`src/rtl/ofdm_pkg.sv`:
```
// Shared OFDM frame constants and the RX/TX buffer FSM state encoding.
package ofdm_pkg;

    localparam int unsigned FRAME_BITS = 224;
    localparam int unsigned CNT_W      = 8;

    typedef enum logic {
        FILL  = 1'b0,
        STALL = 1'b1
    } state_t;

endpackage

```
`src/rtl/ofdm_rx_output_buffer.sv`:
```
// Serial-to-parallel frame assembler: collects FRAME_BITS demodulated bits LSB first
// and presents each completed frame word through a valid/ready output slot.
module ofdm_rx_output_buffer #(
    parameter int unsigned FRAME_BITS = ofdm_pkg::FRAME_BITS,
    parameter int unsigned CNT_W      = ofdm_pkg::CNT_W
) (
    input  logic                  clk,
    input  logic                  nreset,
    input  logic                  din,
    input  logic                  din_valid,
    input  logic                  din_sof,
    output logic                  din_rready,
    output logic [FRAME_BITS-1:0] dout,
    output logic                  dout_valid,
    input  logic                  dout_wready,
    output logic                  sync_err
);

    import ofdm_pkg::state_t;
    import ofdm_pkg::FILL;
    import ofdm_pkg::STALL;

    localparam logic [CNT_W-1:0] LAST = CNT_W'(FRAME_BITS - 1);

    state_t                state;
    logic [CNT_W-1:0]      cnt;
    logic [FRAME_BITS-1:0] asm;

    logic accept;
    logic resync;
    logic slot_free;
    logic xfer;

    assign din_rready = nreset && (state == FILL);
    assign accept     = din_valid && din_rready;
    // A start-of-frame anywhere but position 0 restarts assembly, even on the last bit.
    assign resync     = accept && din_sof && (cnt != '0);
    assign xfer       = dout_valid && dout_wready;
    assign slot_free  = !dout_valid || dout_wready;

    always_ff @(posedge clk or negedge nreset) begin
        if (!nreset) begin
            state      <= FILL;
            cnt        <= '0;
            asm        <= '0;
            dout       <= '0;
            dout_valid <= 1'b0;
            sync_err   <= 1'b0;
        end else begin
            case (state)
                FILL: begin
                    // Drop valid on a transfer; a completion below re-asserts it.
                    if (xfer) begin
                        dout_valid <= 1'b0;
                    end
                    if (resync) begin
                        asm[0]   <= din;
                        cnt      <= CNT_W'(1);
                        sync_err <= 1'b1;
                    end else if (accept) begin
                        asm[cnt] <= din;
                        if (cnt == LAST) begin
                            cnt <= '0;
                            if (slot_free) begin
                                dout       <= {din, asm[FRAME_BITS-2:0]};
                                dout_valid <= 1'b1;
                            end else begin
                                state <= STALL;
                            end
                        end else begin
                            cnt <= cnt + CNT_W'(1);
                        end
                    end
                end
                STALL: begin
                    // dout_valid is necessarily 1 here and stays 1 across the reload.
                    if (dout_wready) begin
                        dout  <= asm;
                        state <= FILL;
                    end
                end
                default: state <= FILL;
            endcase
        end
    end

endmodule
```
`config.mk`:
```
export PLATFORM = sky130hd
export DESIGN_NAME = ofdm_rx_output_buffer
export DESIGN_NICKNAME = d
export VERILOG_FILES = /design/src/rtl/ofdm_pkg.sv /design/src/rtl/ofdm_rx_output_buffer.sv
export SDC_FILE = /design/constraint.sdc
export NUM_CORES = 1
export LEC_CHECK = 0
export BUFFER_PORTS_ARGS = -buffer_cell sky130_fd_sc_hd__buf_2
export CAP_MARGIN = 20
export CORE_AREA = 4 4 195 197
export DETAILED_ROUTE_END_ITERATION = 16
export DIE_AREA = 0 0 199 201
export GPL_ROUTABILITY_DRIVEN = 0
export PLACE_DENSITY = 0.86
export SETUP_SLACK_MARGIN = 0.3
export SYNTH_ARGS = -nofsm -noshare
export SYNTH_HDL_FRONTEND = slang
export SYNTH_SLANG_ARGS = --single-unit
```
`constraint.sdc`:
```
create_clock -name clk -period 2.2 [get_ports clk]
set_clock_uncertainty 0.05 [all_clocks]
set_input_delay 0.33 -clock clk [delete_from_list [all_inputs] [get_ports clk]]
set_output_delay 0.33 -clock clk [all_outputs]
set_load 0.01 [all_outputs]
```
==> flow_summary.toml <==
[worst_setup_path]
crit_path_max_delay_family = "compound AO/OA/AOI/OAI gates"
worst_path_required_ps = 2650
path_cells = "inv_2 > ha_4 > or3b_4 > buf_6 > buf_4 > o31ai_4 > buf_6 > a31oi_2 > o22ai_2"
cp_slowest_cell = "sky130_fd_sc_hd__dfrtp_1"
crit_path_start = "cnt[1]"
setup.worst_path.start_class = "flip-flop"
worst_path_largest_cell_delay_ps = 440
cp.arrival_ps = 2830
crit_path_max_fanout = 6
critPathBufInv = 4
cp_most_frequent_cell = "sky130_fd_sc_hd__buf_6"
cp-end-kind = "flip-flop"
worst-setup-path-type = "reg2reg"
r2r-start = "cnt[1]"

[logic_synthesis]
synthesis.nets = 1355
synth.cell_area_um2 = 18700
synth-seq-cells = 459
synth-warning-count = 0
unique_masters_post_synth = 49
ys_dominant_reg_cell = "sky130_fd_sc_hd__dfrtp_1"
synth_seq_area_share_pct = 61.4
synthArstFlopShare_pct = 100
syn_inst = 1345
post_synthesis_area_per_instance_um2 = 13.9
synth_enable_flop_cells = 0

[status]
violated_checks = "negative hold slack, negative setup slack"
outcome = "finished with violations"

[pwr]
netSwitchingPower_uw = 4480
finalPower_uw = 18400
sw_frac_of_total_pct = 24.3
total_power_divided_by_cell_area_nw_per_um2 = 751
vdd_ir_drop_max_v = 0.000559
power_frac_comb_pct = 8.2
pwr-share-clk_pct = 44.5
power.sequential.fraction_pct = 47.3
power.internal_uw = 14000
p_leak_uw = 0.0126

[route]
routed_wl_um = 54900
ant_nets = 0
drt-initial-drc-count = 752
avgViaCountPerCell = 5.69
drc = 0
route.vias.total = 12473
dr.pass1.iters = 5
wire_per_inst_um = 25.0

[clock_tree]
cts_hold_buf = 1
cts_inserted_buffers = 47
cts_tree = "yes"
clock-sinks = 459
clkTransAtPathRegs_ps = 80
clockRootBuffer = "sky130_fd_sc_hd__clkbuf_16"
clk-insertion-delay-late_ps = 600
h_tree_levels = 2
clock_tree.buffer_depth = 3

[timing]
shortest_period_the_worst_path_allows_ps = 2370
worst-slew-pin-transition_ps = 970
timing.hold.ws_ps = -165
layout_setup_ws_ps = -173
report.final.setup_viol = 207
grt_setup_unrepaired = "yes"
achievable-frequency_mhz = 421
slew_headroom_pct = 35.3
finalHoldViolations = 83
drv_slew = 0
finalCritPeriodShare_pct = 108

[die]
floorplan.die.width_um = 199
std_cell_rows = 70
initial_core_util_pct = 51.6
ios = 233
dieArea_um2 = 40000
die_height_um = 201
fp.coreArea_um2 = 36300

[min_path]
class_of_the_most_critical_hold_timing_path = "in2async"

[placement]
placement.cell_area_um2 = 21100
portBuffers = 232
place.detailed.hpwl_um = 31300
dpl.cell_count = 2035

[global_route]
first_global_vias = 12909
grt_max_degree = 169
globalRouteMet2Util_pct = 39.9
first_pass_grt_wire_length_um = 77100
grt_most_used_layer = "met2"
grt.met1_usage_pct = 33.3
grt_util_all_layers_pct = 24.9
grt-ovfl-total = 0
use_met3_pct = 6.01
grt_antenna_before_repair = 0

[final_layout]
utilization_pct = 67.7
stdcell_area_um2 = 24600
layout.cells.most_common = "sky130_fd_sc_hd__dfrtp_1"
antenna_cells_inserted = 0
commonest_cells_after_routing_fill_and_taps_aside = "sky130_fd_sc_hd__dfrtp_1 (454), sky130_fd_sc_hd__mux2_2 (389), sky130_fd_sc_hd__buf_2 (230), sky130_fd_sc_hd__nand2_1 (147), sky130_fd_sc_hd__buf_4 (75)"
synthToLayoutAreaGrowth_pct = 31.3
fraction_of_layout_cells_with_a_size_suffix_above_1_pct = 59.7
layout.cells.non_filler = 2193
num-nets-final = 1699

[run]
max-cap-violations = 0
[path summary, 6_finish.rpt]
check | depth (start not counted) | slack, ps | endpoint
setup / recovery | 9 | -170 | cnt[3]
hold / removal | 2 | -160 | cnt[3]
setup reg to reg | 9 | -170 | cnt[3]
hold reg to reg | 1 | 430 | dout[32]
max in group asynchronous | 3 | 720 | dout[157]
min in group clk | 3 | 130 | cnt[4]
[cell type report]
cell class / count / area (um^2)
clock inverters: 21 / 243
fillers: 2367 / 11700
well taps: 468 / 586
multi-input cells: 785 / 7530
inverters: 9 / 33.8
repair buffers: 387 / 3320
flip-flops and latches: 459 / 11500
clock buffers: 64 / 1350
[logic make-up after synthesis]
family,share of synthesized area (%)
flip-flops,61.4
AND/OR/NAND/NOR,7.40
multiplexers,27.1
adder cells (fa/ha/maj),0.268
AO/OA/AOI/OAI,1.02
buffers and inverters,2.76
[repair_timing]
item	4_1_cts	5_1_grt
pin swaps	5	34
gates resized for setup	30	184
hold endpoints to repair	163	40
cloned	7	15
buffers inserted	21	29
endpoints found under the setup margin	406	450
[registers in the layout, indices dropped and copies added (netlist names)]
| register | flops |
|---|---|
| dout | 224 |
| cnt | 8 |
| dout_valid | 1 |
| asm | 224 |
| sync_err | 1 |
| state | 1 |
[per-layer routing]
layer / part of all wire (%) / wire [um]
met1: 40 / 21900
met2: 48 / 26600
met3: 7.6 / 4150
met4: 4.1 / 2270
met5: 0 / 0
[power by group through the flow]
stage / sequential (uW) / clock [uW] / combinational, uW
global placement: 8840 / 0 / 1030
CTS: 8710 / 8270 / 1170
detailed placement: 8850 / 0 / 1060
global route: 8720 / 8670 / 1590
finish: 8720 / 8200 / 1520
floorplan: 8810 / 0 / 494
[worst reg2reg max path: cells and delay by family, from the launching register on]
kind                       cells  cell delay (ps)
AOI/OAI and AO/OA              3              640
adders and majority gates      1              140
buffers and inverters          4              620
DFF                            1              440
and+or+nand+nor                1              390
[synthesized netlist by cell type (5+ instances only)]
cell type / n / area share (%)
sky130_fd_sc_hd__nand2_1: 166 / 3.3
sky130_fd_sc_hd__buf_4: 26 / 1.0
sky130_fd_sc_hd__buf_2: 23 / 0.62
sky130_fd_sc_hd__mux2_4: 10 / 0.80
sky130_fd_sc_hd__nand2b_1: 6 / 0.20
sky130_fd_sc_hd__o21ai_0: 5 / 0.13
sky130_fd_sc_hd__nand3_1: 10 / 0.27
sky130_fd_sc_hd__nor3_2: 10 / 0.54
sky130_fd_sc_hd__and2_1: 6 / 0.20
sky130_fd_sc_hd__mux2_2: 435 / 26
sky130_fd_sc_hd__inv_1: 9 / 0.18
sky130_fd_sc_hd__a31oi_1: 5 / 0.17
sky130_fd_sc_hd__clkbuf_1: 40 / 0.80
sky130_fd_sc_hd__nor2_1: 71 / 1.4
sky130_fd_sc_hd__dfrtp_1: 459 / 61
[metrics by stage]
step           setup TNS [ps]  setup WS, ps
5_1_grt                -18350          -215
6_report               -15110          -173
3_3_place_gp                0          1.49
2_1_floorplan            -714         -76.7
4_1_cts                     0          30.3
3_5_place_dp             -908         -94.3
Note: power is estimated with default switching activity, not from simulation.
